File: src/rtl/hs32_fetch_pkg.sv
// Shared fetch-stage definitions: FSM state encodings and the prefetch queue entry layout.
// Pure types and constants; no latency or backpressure of its own.
package hs32_fetch_pkg;

    localparam int          XLEN    = 32;
    localparam logic [31:0] PC_STEP = 32'd4;

    typedef enum logic [1:0] {
        FS_IDLE  = 2'd0,
        FS_FETCH = 2'd1,
        FS_DRAIN = 2'd2
    } fetch_state_e;

    typedef struct packed {
        logic [XLEN-1:0] pc;
        logic [XLEN-1:0] inst;
    } qent_t;

endpackage

File: src/rtl/hs32_fetch_if.sv
// Fetch-stage bundle: exec redirect, memory arbiter read port and decode hand-off.
// Master is the fetch stage; slave is the surrounding pipeline and arbiter.
interface hs32_fetch_if;
    import hs32_fetch_pkg::*;

    logic [XLEN-1:0] newpc;
    logic            flush;
    logic [XLEN-1:0] addr;
    logic [XLEN-1:0] dtrm;
    logic            reqm;
    logic            rdym;
    logic            rw_mem;
    logic [XLEN-1:0] inst;
    logic [XLEN-1:0] inst_pc;
    logic            inst_valid;
    logic            inst_ready;

    modport master (
        input  newpc, flush, dtrm, rdym, inst_ready,
        output addr, reqm, rw_mem, inst, inst_pc, inst_valid
    );

    modport slave (
        output newpc, flush, dtrm, rdym, inst_ready,
        input  addr, reqm, rw_mem, inst, inst_pc, inst_valid
    );
endinterface

File: src/rtl/hs32_fetch_q.sv
// Synchronous prefetch FIFO with combinational head; push+pop allowed when full.
// clear wins over push and pop; producer must never push into a full queue without a pop.
module hs32_fetch_q #(
    parameter int WIDTH = 64,
    parameter int DEPTH = 2
) (
    input  logic                       clk,
    input  logic                       reset,
    input  logic                       push_i,
    input  logic                       pop_i,
    input  logic                       clear_i,
    input  logic [WIDTH-1:0]           wdat_i,
    output logic [WIDTH-1:0]           rdat_o,
    output logic                       full_o,
    output logic                       empty_o,
    output logic [$clog2(DEPTH):0]     count_o
);
    localparam int AW = $clog2(DEPTH);
    localparam int CW = AW + 1;

    logic [WIDTH-1:0] mem_q [DEPTH];
    logic [AW-1:0]    rd_ptr_q;
    logic [AW-1:0]    wr_ptr_q;
    logic [CW-1:0]    count_q;

    always_ff @(posedge clk) begin
        if (reset || clear_i) begin
            rd_ptr_q <= '0;
            wr_ptr_q <= '0;
            count_q  <= '0;
        end else begin
            if (push_i) wr_ptr_q <= wr_ptr_q + 1'b1;
            if (pop_i)  rd_ptr_q <= rd_ptr_q + 1'b1;
            count_q <= count_q + CW'(push_i) - CW'(pop_i);
        end
    end

    // Pointer wrap relies on DEPTH being a power of two.
    always_ff @(posedge clk) begin
        if (push_i && !clear_i) mem_q[wr_ptr_q] <= wdat_i;
    end

    always_ff @(posedge clk) begin
        if (!reset && !clear_i) begin
            assert (!(push_i && full_o && !pop_i))
                else $error("hs32_fetch_q: push into full queue");
        end
    end

    assign rdat_o  = mem_q[rd_ptr_q];
    assign full_o  = (count_q == CW'(DEPTH));
    assign empty_o = (count_q == '0);
    assign count_o = count_q;
endmodule

File: src/rtl/hs32_fetch.sv
// Instruction fetch: sequential reads at PC into a prefetch queue, redirect on flush.
// Word visible to decode the cycle after completion; requests stop while the queue is full.
module hs32_fetch
    import hs32_fetch_pkg::*;
#(
    parameter logic [31:0] RESET_PC = 32'h0,
    parameter int          QDEPTH   = 2
) (
    input logic           clk,
    input logic           reset,
    hs32_fetch_if.master  bus
);
    localparam int CW = $clog2(QDEPTH) + 1;

    fetch_state_e    state_q, state_d;
    logic [XLEN-1:0] pc_q, pc_d;
    logic [XLEN-1:0] addr_q, addr_d;

    logic            q_push, q_pop, q_clear;
    logic            q_full, q_empty;
    logic [CW-1:0]   q_count;
    logic [CW-1:0]   cnt_after;
    qent_t           q_wdat, q_rdat;

    assign q_pop     = !q_empty && bus.inst_ready;
    assign cnt_after = q_count + CW'(1) - CW'(q_pop);
    assign q_wdat    = '{pc: pc_q, inst: bus.dtrm};

    always_comb begin
        state_d = state_q;
        pc_d    = pc_q;
        q_push  = 1'b0;
        q_clear = 1'b0;
        case (state_q)
            FS_IDLE: begin
                if (bus.flush) begin
                    pc_d    = bus.newpc;
                    q_clear = 1'b1;
                end else if (!q_full) begin
                    state_d = FS_FETCH;
                end
            end
            FS_FETCH: begin
                if (bus.rdym) begin
                    if (bus.flush) begin
                        pc_d    = bus.newpc;
                        q_clear = 1'b1;
                        state_d = FS_IDLE;
                    end else begin
                        q_push  = 1'b1;
                        pc_d    = pc_q + PC_STEP;
                        state_d = (cnt_after < CW'(QDEPTH)) ? FS_FETCH : FS_IDLE;
                    end
                end else if (bus.flush) begin
                    // The arbiter cannot abort; wait out the stale word in DRAIN.
                    pc_d    = bus.newpc;
                    q_clear = 1'b1;
                    state_d = FS_DRAIN;
                end
            end
            FS_DRAIN: begin
                if (bus.flush) begin
                    pc_d    = bus.newpc;
                    q_clear = 1'b1;
                end
                if (bus.rdym) state_d = FS_IDLE;
            end
            default: state_d = FS_IDLE;
        endcase
    end

    // The request address may only move when no request is outstanding.
    assign addr_d = (!bus.reqm || bus.rdym) ? pc_d : addr_q;

    always_ff @(posedge clk) begin
        if (reset) begin
            state_q <= FS_IDLE;
            pc_q    <= RESET_PC;
            addr_q  <= RESET_PC;
        end else begin
            state_q <= state_d;
            pc_q    <= pc_d;
            addr_q  <= addr_d;
        end
    end

    hs32_fetch_q #(
        .WIDTH ($bits(qent_t)),
        .DEPTH (QDEPTH)
    ) u_q (
        .clk     (clk),
        .reset   (reset),
        .push_i  (q_push),
        .pop_i   (q_pop),
        .clear_i (q_clear),
        .wdat_i  (q_wdat),
        .rdat_o  (q_rdat),
        .full_o  (q_full),
        .empty_o (q_empty),
        .count_o (q_count)
    );

    assign bus.addr       = addr_q;
    assign bus.reqm       = (state_q != FS_IDLE);
    assign bus.rw_mem     = 1'b0;
    assign bus.inst       = q_rdat.inst;
    assign bus.inst_pc    = q_rdat.pc;
    assign bus.inst_valid = !q_empty;
endmodule

File: src/flat_wrapper.sv
// flat-port wrapper written by rule: the top's interface ports become plain ports
module hs32_fetch_flat import hs32_fetch_pkg::*;
#(
    parameter logic [31:0] RESET_PC = 32'h0,
    parameter int          QDEPTH   = 2
)
  (clk, reset, bus_newpc, bus_flush, bus_dtrm, bus_rdym, bus_inst_ready, bus_addr, bus_reqm, bus_rw_mem, bus_inst, bus_inst_pc, bus_inst_valid);
  hs32_fetch_if bus_i ();
  input logic clk;
  input logic reset;
  input wire logic [$bits(bus_i.newpc)-1:0] bus_newpc;
  input wire logic [$bits(bus_i.flush)-1:0] bus_flush;
  input wire logic [$bits(bus_i.dtrm)-1:0] bus_dtrm;
  input wire logic [$bits(bus_i.rdym)-1:0] bus_rdym;
  input wire logic [$bits(bus_i.inst_ready)-1:0] bus_inst_ready;
  output wire logic [$bits(bus_i.addr)-1:0] bus_addr;
  output wire logic [$bits(bus_i.reqm)-1:0] bus_reqm;
  output wire logic [$bits(bus_i.rw_mem)-1:0] bus_rw_mem;
  output wire logic [$bits(bus_i.inst)-1:0] bus_inst;
  output wire logic [$bits(bus_i.inst_pc)-1:0] bus_inst_pc;
  output wire logic [$bits(bus_i.inst_valid)-1:0] bus_inst_valid;
  assign bus_i.newpc = bus_newpc;
  assign bus_i.flush = bus_flush;
  assign bus_i.dtrm = bus_dtrm;
  assign bus_i.rdym = bus_rdym;
  assign bus_i.inst_ready = bus_inst_ready;
  assign bus_addr = bus_i.addr;
  assign bus_reqm = bus_i.reqm;
  assign bus_rw_mem = bus_i.rw_mem;
  assign bus_inst = bus_i.inst;
  assign bus_inst_pc = bus_i.inst_pc;
  assign bus_inst_valid = bus_i.inst_valid;
  hs32_fetch #(.RESET_PC(RESET_PC), .QDEPTH(QDEPTH)) u_core (.clk(clk), .reset(reset), .bus(bus_i));
endmodule
File: config.mk
export PLATFORM = sky130hd
export DESIGN_NAME = hs32_fetch_flat
export DESIGN_NICKNAME = d
export VERILOG_FILES = /design/src/rtl/hs32_fetch_pkg.sv /design/src/rtl/hs32_fetch_if.sv /design/src/rtl/hs32_fetch_q.sv /design/src/rtl/hs32_fetch.sv /design/src/flat_wrapper.sv
export SDC_FILE = /design/constraint.sdc
export NUM_CORES = 1
export LEC_CHECK = 0
export ABC_CLOCK_PERIOD_IN_PS = 12550
export CAP_MARGIN = 20
export CORE_UTILIZATION = 35
export CTS_BUF_LIST = sky130_fd_sc_hd__clkbuf_8
export CTS_CLUSTER_DIAMETER = 30
export DETAILED_ROUTE_END_ITERATION = 6
export PLACE_DENSITY = 0.65
export SYNTH_ARGS = -nofsm -noshare
export SYNTH_HDL_FRONTEND = slang
export SYNTH_HIERARCHICAL = 1
export SYNTH_SLANG_ARGS = --single-unit
File: constraint.sdc
create_clock -name clk -period 12.55 [get_ports clk]
set_clock_uncertainty 0.05 [all_clocks]
set_input_delay 3.1375 -clock clk [delete_from_list [all_inputs] [get_ports clk]]
set_output_delay 3.1375 -clock clk [all_outputs]
set_load 0.005 [all_outputs]
==> results of run 1 <==
-- worst max-delay path: cells and delay by family --
family          cells  cell delay [ns]
simple gates        1             0.35
compound gates      1             0.53
buf+inv             4             1.85
-- placed cells by master (no fill, tap or decap), types with 7 or more instances in the layout --
cell type / Yosys / layout
inv_1: 14 / 15
mux2_4: 60 / 60
nand2_1: 48 / 48
clkdlybuf4s50_1: 0 / 165
a211oi_1: 19 / 19
o22ai_1: 11 / 11
dfxtp_1: 71 / 70
mux2i_1: 7 / 7
nor2_1: 54 / 54
clkbuf_8: 0 / 17
and3_1: 7 / 7
and2_1: 8 / 8
nand3b_1: 9 / 9
nor4_1: 8 / 8
nand3_1: 8 / 8
edfxtp_1: 128 / 128
buf_4: 5 / 8
o21ai_0: 23 / 23
nand2b_1: 13 / 13
a21oi_1: 32 / 32
nor3_1: 21 / 21
a311oi_1: 7 / 7
a31oi_1: 7 / 7
nand4_1: 12 / 12
xnor2_1: 12 / 12
-- flip-flops by register name, indices dropped and copies added (netlist names), named ones only --
name / flops
u_core/u_q/count_o: 2
u_core/u_q/mem_q: 128
u_core/u_q/rd_ptr_q: 1
u_core/pc_q: 32
u_core/state_q: 2
u_core/u_q/wr_ptr_q: 1
u_core/bus.addr: 32
-- metal layers --
metal	routed length (µm)	vias up
li1	-	2985
met1	9850	2966
met2	9650	220
met3	1300	33
met4	492	0
met5	0	-
-- how the worst max path moves through the flow --
stage                                    to  cells after the start  startpoint  slack (ns)
detailed placement  u_core/u_q/mem_q[1][24]                      6   bus_flush        6.18
finish               u_core/u_q/mem_q[1][5]                      6   bus_flush        6.65
global route        u_core/u_q/mem_q[0][45]                      5    bus_rdym        6.51
CTS                         bus_inst_pc[25]                      3    register        6.67
global placement    u_core/u_q/mem_q[1][24]                      6   bus_flush        6.19
floorplan            u_core/u_q/mem_q[0][0]                      5   bus_flush        3.15
-- cell usage after synthesis, types with 9 or more instances --
library cell / count
a211oi_1: 19
a21oi_1: 32
clkbuf_1: 28
dfxtp_1: 71
edfxtp_1: 128
inv_1: 14
mux2_4: 60
nand2_1: 48
nand2b_1: 13
nand3b_1: 9
nand4_1: 12
nor2_1: 54
nor3_1: 21
o21ai_0: 23
o22ai_1: 11
xnor2_1: 12
-- layout make-up --
cell class / count / area, µm²
clock buffers: 17 / 234
clock inverters: 15 / 181
fillers: 2325 / 14000
inverters: 15 / 56.3
multi-input cells: 452 / 3350
flip-flops and latches: 199 / 5270
well taps: 330 / 413
repair buffers: 175 / 1730
-- logic make-up after synthesis --
logic type / after synthesis
fa+ha+maj: 3
flops: 199
simple gates: 217
other cells: 1
mux: 73
compound gates: 142
buf+inv: 68
xor+xnor: 16
-- power by group through the flow --
stage	Combinational (mW)	Clock [mW]	Sequential (mW)
2_1_floorplan	0.0656	0	0.744
3_3_place_gp	0.122	0	0.753
3_5_place_dp	0.123	0	0.753
4_1_cts	0.124	0.431	0.738
5_1_grt	0.135	0.454	0.742
6_report	0.124	0.418	0.738
==> out/results.txt, run 1 <==
Slowest CP cell = buf_4
CP Launch Type = input port
Fin. Hold Viols = 0
Crit. End Element = register
R2R cell count = 5
Compound-cell area share of the yosys netlist = 10.6%
Core Box Area = 25300 µm²
Minimum clock period = 5.90 ns
Nets = 932
Hold endpoint = u_core/u_q/mem_q[0][33]
Sum Neg Setup Slack = 0 ns
Worst Setup Slack, final = 6.65 ns
DP Cell Count = 1170
Clk root buf = clkbuf_8
Slew @ Worst Pin = 1.13 ns
Post-synth top area share = 42.6%
Met1 track demand over resource = 21.5%
Sw Pwr = 300 µW
Simple-gate share of the synthesized area = 12.7%
Post-CTS setup buffers = 0
Ant diodes = 0
CTS Sinks = 199
RSZ-0062 raised after global routing = no
Reg2Reg Setup Slack = 9.36 ns
Clock Pin Slew Worst Setup and Hold Paths = 0.09 ns
Post-DR vias/cell = 5.16
Main combinational cell family by area after synthesis = simple AND/OR/NAND/NOR gates
RR Endpoint = u_core/u_q/mem_q[1][5]
Final Max Slew Viols = 0
Row count = 58
Area grow syn2layout = 24.3%
RD Place Congestion = 0.866
Vias in the first global route = 5727
Highest Clock Rate = 169 MHz
Cts repair resizes = 0
Reg2Reg Launch Point = u_core/state_q[0]
Power per cell area = 114 nW/µm²
Ys Warns = 6
Detailed placer's ending HPWL = 14.5 mm
Area leader, netlist = edfxtp_1
Combinational share of power = 9.7%
Hold WC Path Type = register to register
Max-Cap Viols = 0
I/O Buffers = 166
First-pass iteration count of the detailed router = 4
# setup viols final = 0
Place WS = 6.18 ns
Sequential area share after synthesis = 58.3%
Post-Layout Cell Count = 1203
CTS Hold Buffers Added = 0
Worst endpoint required time = 12.60 ns
Syn Inst Count = 719
Residual DRC = 0
H-tree depth = 4
Total gr overflow = 0
Hold Crit Start = u_core/pc_q[1]
Critical path's largest stage delay = 0.67 ns
Worst Hold Depth = 0
Worst skew pair latency = 0.47 ns
Synthesized Nets = 791
DRT antenna net count = 0
Post-route cell area = 11200 µm²
Initial Utilization = 35.8%
Lkg Pwr = 3.91 nW
Outcome = finished, final reports clean
Post-Syn Area per Cell = 12.6 µm²
Ys async rst share = 0%
Largest net degree at the start of global routing = 73
DR iter-0 viols = 414
Number of synthesized flops with an enable pin = 128
Die Width = 163 µm
Synth Area in Adders = 0.416%
Clock Power Share = 32.7%
Worst hold margin = 0.408 ns
Synth Area in XOR/XNOR = 1.70%
Met3 GRT Util = 3.97%
Dominant cells by area after synthesis = edfxtp_1 43%, dfxtp_1 16%, mux2_4 10%
Crit-path max FO = 64
Fraction of synthesized area in multiplexers = 11.5%
Period Utilization, post-route = 47.0%
Vias post-DR = 6204
CTS tree = yes
Arr. time, crit path = 5.95 ns
Total wire length = 21.3 mm
Cell internal pwr = 981 µW
Total power = 1.28 mW
Number of I/O pins = 168
GR met2 Demand/Resource = 24.7%
Worst VDD drop = 0.0501 mV
Crit-path cells = clkdlybuf4s50_1 -> buf_4 -> a21bo_2 -> inv_1 -> and3b_2 -> buf_4
Flop pwr share = 57.7%
GR peak layer = met2
Mapped cell area = 9030 µm²
Net Sw Frac = 23.4%
Antenna violations before repair = 0
Prevailing post-synth register cell = edfxtp_1
Rel. slew slack = 24.7%
DR WL/cell = 17.7 µm
Clock Path Buffers = 2
Yosys cell types = 69
Crit path kind = input port to register
First-pass GRT wire length = 31.8 mm
Final core occ = 44.5%
Cell mode on critical path = buf_4
GRT Resource Usage Total = 16.0%
Synthesized flop and latch total = 199
Share of layout cells above drive strength 1 = 13.7%
Inserted Clock Buffers = 17
Post-DP Area = 10800 µm²
Die Y = 163 µm
Area of the die = 26400 µm²
Note: power is estimated with default switching activity, not from simulation.
==> run 2: changes to the inputs <==
--- a/config.mk
+++ b/config.mk
@@ -5,13 +5,13 @@
 export SDC_FILE = /design/constraint.sdc
 export NUM_CORES = 1
 export LEC_CHECK = 0
-export ABC_CLOCK_PERIOD_IN_PS = 12550
+export ABC_CLOCK_PERIOD_IN_PS = 5190
 export CAP_MARGIN = 20
 export CORE_UTILIZATION = 35
 export CTS_BUF_LIST = sky130_fd_sc_hd__clkbuf_8
 export CTS_CLUSTER_DIAMETER = 30
 export DETAILED_ROUTE_END_ITERATION = 6
-export PLACE_DENSITY = 0.65
+export PLACE_DENSITY = 0.67
 export SYNTH_ARGS = -nofsm -noshare
 export SYNTH_HDL_FRONTEND = slang
 export SYNTH_HIERARCHICAL = 1
==> constraint.sdc (replaced) <==
create_clock -name clk -period 5.19 [get_ports clk]
set_clock_uncertainty 0.05 [all_clocks]
set_input_delay 1.2975 -clock clk [delete_from_list [all_inputs] [get_ports clk]]
set_output_delay 1.2975 -clock clk [all_outputs]
set_load 0.005 [all_outputs]
==> run 2 against run 1 <==
Compared with the run above:
- via count about the same
- core utilization rose by 0.38 points
- register-to-register slack got worse by 7.0 ns
- hold slack improved by 0.0066 ns
- global-route usage is 0.55 points higher
- sequential cell count unchanged
- first-iteration DRC count grew 26%
- largest cell class unchanged
==> out/results.txt, run 2 (synthesis gave the netlist of run 1 again) <==
Die Y = 163 µm (unchanged)
Crit-path max FO = 48 (-25%)
Antenna violations before repair = 0 (unchanged)
Outcome = finished, final reports clean
Lkg Pwr = 3.94 nW (+0.95%)
RSZ-0062 raised after global routing = no
Commonest cells after routing, fill and taps aside = 165 x clkdlybuf4s50_1, 128 x edfxtp_1, 70 x dfxtp_1
First-pass GRT wire length = 33.3 mm (+4.9%)
H-tree depth = 4 (unchanged)
Slew @ Worst Pin = 0.904 ns (-0.226 ns)
First-pass iteration count of the detailed router = 5 (+1)
Post-CTS setup buffers = 0 (unchanged)
Total wire length = 21.5 mm (+1.2%)
I/O Buffers = 166 (unchanged)
Final core occ = 44.8% (+0.38 points)
Sum Neg Setup Slack = 0 ns (unchanged)
Clock Path Buffers = 2 (unchanged)
RD Place Congestion = 0.899 (+3.8%)
Nets = 934 (+0.21%)
DP Cell Count = 1173 (+0.26%)
Area grow syn2layout = 25.4%
Flip-flop count of the largest register after layout = 128 (unchanged)
Residual DRC = 0 (unchanged)
Highest Clock Rate = 255 MHz
Crit. End Element = output pin
Clock Pin Slew Worst Setup and Hold Paths = 0.10 ns (about the same)
Area of the die = 26400 µm² (unchanged)
Largest net degree at the start of global routing = 65 (-11%)
CP Launch Type = register
Most flop-heavy register = u_core/u_q/mem_q
Worst skew pair latency = 0.46 ns (about the same)
DRT antenna net count = 0 (unchanged)
CTS Hold Buffers Added = 0 (unchanged)
Vias post-DR = 6205 (+0.016%)
Max-Cap Viols = 0 (unchanged)
Initial Utilization = 35.8% (unchanged)
DR iter-0 viols = 520 (+26%)
Inserted Clock Buffers = 17 (unchanged)
Final Max Slew Viols = 0 (unchanged)
Power per cell area = 282 nW/µm² (+150%)
Detailed placer's ending HPWL = 15.0 mm (+3.6%)
Crit path kind = register to output pin
Arr. time, crit path = 2.58 ns (-3.37 ns)
Post-Layout Cell Count = 1205 (+0.17%)
DR WL/cell = 17.9 µm (+1.0%)
Vias in the first global route = 5941 (+3.7%)
Ant diodes = 0 (unchanged)
Post-DR vias/cell = 5.15 (-0.15%)
Minimum clock period = 3.93 ns
CTS tree = yes
Post-DP Area = 10900 µm² (+0.58%)
Clk root buf = clkbuf_8
Share of layout cells above drive strength 1 = 14.1% (+0.31 points)
GRT Resource Usage Total = 16.5% (+0.55 points)
Worst endpoint required time = 3.84 ns (-8.76 ns)
Number of I/O pins = 168 (unchanged)
Hold WC Path Type = register to register
Commonest non-fill, non-tap cell in the layout = clkdlybuf4s50_1
Period Utilization, post-route = 75.7%
Fin. Hold Viols = 0 (unchanged)
Total gr overflow = 0 (unchanged)
Worst Setup Slack, final = 1.26 ns (-5.38 ns)
Worst VDD drop = 0.147 mV (+190%)
Rel. slew slack = 39.8% (+15 points)
# setup viols final = 0 (unchanged)
Place WS = 0.976 ns (-5.20 ns)
Core Box Area = 25300 µm² (unchanged)
Row count = 58 (unchanged)
Cts repair resizes = 0 (unchanged)
Post-route cell area = 11300 µm² (+0.85%)
CTS Sinks = 199 (unchanged)
Die Width = 163 µm (unchanged)
Filler Cells Inserted = 2300 (-1.1%)
-- run 2: changes by cell type in the layout (fill, tap and decap cells not counted), moves of 2 or more --
cell | before | now
clkinvlp_4 | 1 | 4
buf_12 | 0 | 2
clkinv_4 | 3 | 1
clkinv_2 | 2 | 0
bufinv_16 | 3 | 5
-- run 2: path summary, 6_finish.rpt --
check | cells past startpoint | slack (ns) | from | to
worst max register to register | 5 | 2.37 | u_core/state_q[0] | u_core/u_q/mem_q[0][26]
worst max-delay path | 3 | 1.26 | register | bus_inst[19]
worst min register to register | 2 | 0.42 | u_core/bus.addr[10] | u_core/bus.addr[10]
worst min-delay path | 2 | 0.42 | u_core/bus.addr[10] | u_core/bus.addr[10]
-- run 2: cell type report --
class / instances / area (µm²) / area share, %
inverter: 15 / 56.3 / 0.497
sequential: 199 / 5270 / 46.5
clock inverter: 15 / 225 / 1.99
multi-input combinational: 452 / 3360 / 29.7
clock buffer: 17 / 234 / 2.07
timing repair buffer: 177 / 1760 / 15.6
tap: 330 / 413 / 3.65
-- run 2: routing by layer --
metal	up-vias	track usage, %	part of all wire [%]
met5	-	0	0
met4	0	4.84	1.7
met3	23	3.74	7.0
met2	250	26.7	47
met1	2957	22.1	45
li1	2975	-	-
-- run 2: per-stage QoR --
stage | hold WS, ns | total power [mW]
4_1_cts | 0.417 | 3.22
6_report | 0.415 | 3.19
3_3_place_gp | 0.389 | 2.12
2_1_floorplan | 0.370 | 1.96
5_1_grt | 0.439 | 3.31
3_5_place_dp | 0.395 | 2.12
-- run 2: report_power, final --
| group | switching, mW | internal (mW) | total, mW |
|---|---|---|---|
| Clock | 0.527 | 0.576 | 1.10 |
| Combinational | 0.134 | 0.164 | 0.298 |
| Sequential | 0.0617 | 1.73 | 1.79 |
| Total | 0.723 | 2.47 | 3.19 |
-- run 2: worst max-delay path: stages, from the launching register on --
cell,delay [ns]
dfxtp_4,0.92
buf_4,0.38
mux2_4,0.33
clkdlybuf4s50_1,0.44
==> run 3: changes to the inputs <==
--- a/config.mk
+++ b/config.mk
@@ -5,13 +5,13 @@
 export SDC_FILE = /design/constraint.sdc
 export NUM_CORES = 1
 export LEC_CHECK = 0
-export ABC_CLOCK_PERIOD_IN_PS = 5190
+export ABC_CLOCK_PERIOD_IN_PS = 3690
 export CAP_MARGIN = 20
 export CORE_UTILIZATION = 35
 export CTS_BUF_LIST = sky130_fd_sc_hd__clkbuf_8
 export CTS_CLUSTER_DIAMETER = 30
 export DETAILED_ROUTE_END_ITERATION = 6
-export PLACE_DENSITY = 0.67
+export PLACE_DENSITY = 0.65
 export SYNTH_ARGS = -nofsm -noshare
 export SYNTH_HDL_FRONTEND = slang
 export SYNTH_HIERARCHICAL = 1
==> constraint.sdc (replaced) <==
create_clock -name clk -period 3.69 [get_ports clk]
set_clock_uncertainty 0.05 [all_clocks]
set_input_delay 0.9225 -clock clk [delete_from_list [all_inputs] [get_ports clk]]
set_output_delay 0.9225 -clock clk [all_outputs]
set_load 0.005 [all_outputs]
==> run 3 against run 2 <==
Compared with the run above:
- cell area increased by 0.23%
- register-to-register slack got worse by 1.2 ns
- total power increased by 32%
- largest cell class unchanged
- largest power group unchanged
- highest routed layer unchanged
==> out/results.txt, run 3 (synthesis gave the netlist of run 1 again) <==
Minimum clock period = 3.25 ns
Sw Pwr = 1.06 mW (+46%)
Area grow syn2layout = 25.7%
Total gr overflow = 0 (unchanged)
Filler Cells Inserted = 2355 (+2.4%)
Hold WC Path Type = register to register
CTS tree = yes
Residual DRC = 0 (unchanged)
RSZ-0062 raised after global routing = no
Share of layout cells above drive strength 1 = 15.3% (+1.3 points)
Highest Clock Rate = 308 MHz
DP Cell Count = 1184 (+0.94%)
Worst skew pair latency = 0.47 ns (about the same)
Ant diodes = 0 (unchanged)
Total wire length = 21.5 mm (-0.13%)
Reg2Reg Setup Slack = 1.18 ns (-1.19 ns)
RR Endpoint = u_core/bus.addr[28]
Slew @ Worst Pin = 0.614 ns (-0.290 ns)
Vias post-DR = 6260 (+0.89%)
Fin. Hold Viols = 0 (unchanged)
Post-CTS setup buffers = 0 (unchanged)
I/O Buffers = 166 (unchanged)
Final Max Slew Viols = 0 (unchanged)
Commonest cells after routing, fill and taps aside = 165 x clkdlybuf4s50_1, 128 x edfxtp_1, 70 x dfxtp_1
Clock Path Buffers = 2 (unchanged)
CP Launch Type = register
Max-Cap Viols = 0 (unchanged)
Crit. End Element = output pin
Cell internal pwr = 3.15 mW (+28%)
Detailed placer's ending HPWL = 15.2 mm (+1.2%)
Most flop-heavy register = u_core/u_q/mem_q
First-pass iteration count of the detailed router = 6 (+1)
GRT Resource Usage Total = 16.2% (-0.33 points)
Flip-flop count of the largest register after layout = 128 (unchanged)
Largest net degree at the start of global routing = 42 (-35%)
Die Width = 163 µm (unchanged)
CTS Sinks = 199 (unchanged)
# setup viols final = 0 (unchanged)
Outcome = finished, final reports clean
Antenna violations before repair = 0 (unchanged)
Initial Utilization = 35.8% (unchanged)
Combinational share of power = 10.3% (+1.0 points)
DR iter-0 viols = 469 (-9.8%)
DRT antenna net count = 0 (unchanged)
H-tree depth = 4 (unchanged)
Period Utilization, post-route = 88.0%
Cts repair resizes = 0 (unchanged)
Worst VDD drop = 0.177 mV (+20%)
Core Box Area = 25300 µm² (unchanged)
Worst endpoint required time = 2.72 ns (-1.12 ns)
Worst Setup Slack, final = 0.444 ns (-0.819 ns)
Crit path to = bus_inst_pc[5]
Crit path kind = register to output pin
Nets = 945 (+1.2%)
Rel. slew slack = 58.9% (+19 points)
Crit-path max FO = 29 (-40%)
DR WL/cell = 17.7 µm (-1.0%)
Die Y = 163 µm (unchanged)
Flop pwr share = 59.7% (+3.6 points)
Sum Neg Setup Slack = 0 ns (unchanged)
Post-DR vias/cell = 5.15 (about the same)
RD Place Congestion = 0.928 (+3.2%)
Clk root buf = clkbuf_8
Power per cell area = 371 nW/µm² (+32%)
Lkg Pwr = 3.96 nW (+0.29%)
CTS Hold Buffers Added = 0 (unchanged)
Commonest non-fill, non-tap cell in the layout = clkdlybuf4s50_1
Row count = 58 (unchanged)
Clock Power Share = 30.0% (-4.6 points)
Place WS = 0.494 ns (-0.482 ns)
First-pass GRT wire length = 32.5 mm (-2.4%)
Reg2Reg Launch Point = u_core/pc_q[10]
Net Sw Frac = 25.1% (+2.5 points)
Clock Pin Slew Worst Setup and Hold Paths = 0.10 ns (about the same)
Worst hold margin = 0.417 ns (+0.00151 ns)
Number of I/O pins = 168 (unchanged)
Area of the die = 26400 µm² (unchanged)
R2R cell count = 5 (unchanged)
Arr. time, crit path = 2.27 ns (-0.31 ns)
Inserted Clock Buffers = 17 (unchanged)
Post-Layout Cell Count = 1216 (+0.91%)
Vias in the first global route = 5896 (-0.76%)
-- run 3: final cells by class --
type	count	area (µm²)	share of cell area (%)
flip-flops and latches	199	5270	46.4
repair buffers	188	1880	16.6
well taps	330	413	3.64
clock buffers	17	234	2.06
multi-input cells	452	3370	29.7
inverters	15	61.3	0.540
clock inverters	15	118	1.04
-- run 3: how the worst min path moves through the flow --
| stage | startpoint | end | slack [ns] | depth (start not counted) |
|---|---|---|---|---|
| global route | u_core/bus.addr[5] | u_core/bus.addr[5] | 0.44 | 2 |
| CTS | u_core/bus.addr[10] | u_core/bus.addr[10] | 0.42 | 2 |
| global placement | u_core/bus.addr[3] | u_core/bus.addr[3] | 0.39 | 2 |
| detailed placement | u_core/bus.addr[5] | u_core/bus.addr[5] | 0.40 | 2 |
| floorplan | u_core/pc_q[4] | u_core/u_q/mem_q[0][36] | 0.37 | 0 |
| finish | u_core/bus.addr[5] | u_core/bus.addr[5] | 0.42 | 2 |
-- run 3: power groups by stage --
| stage | clock [mW] | sequential [mW] | combinational, mW |
|---|---|---|---|
| 3_3_place_gp | 0 | 2.56 | 0.431 |
| 5_1_grt | 1.38 | 2.52 | 0.472 |
| 2_1_floorplan | 0 | 2.53 | 0.230 |
| 4_1_cts | 1.30 | 2.51 | 0.436 |
| 6_report | 1.26 | 2.51 | 0.435 |
| 3_5_place_dp | 0 | 2.56 | 0.432 |
-- run 3: metrics by stage --
stage | utilization (%) | total power, mW | area [µm²]
2_1_floorplan | - | 2.76 | 9090
3_3_place_gp | 43.5 | 2.99 | 11000
3_5_place_dp | 43.5 | 3.00 | 11000
4_1_cts | 44.9 | 4.25 | 11300
5_1_grt | 44.9 | 4.37 | 11300
6_report | 44.9 | 4.21 | 11300
-- run 3: worst max-delay path: stages (launching register included) --
cell             delay [ns]
dfxtp_4                0.70
buf_4                  0.33
mux2_4                 0.33
clkdlybuf4s50_1        0.45
-- run 3: metal layers --
layer / global-route usage [%] / routed length (µm) / part of all wire (%)
met1: 22.7 / 10100 / 47
met2: 25.3 / 9850 / 46
met3: 3.64 / 1330 / 6.2
met4: 3.87 / 220 / 1.0
met5: 0 / 0 / 0
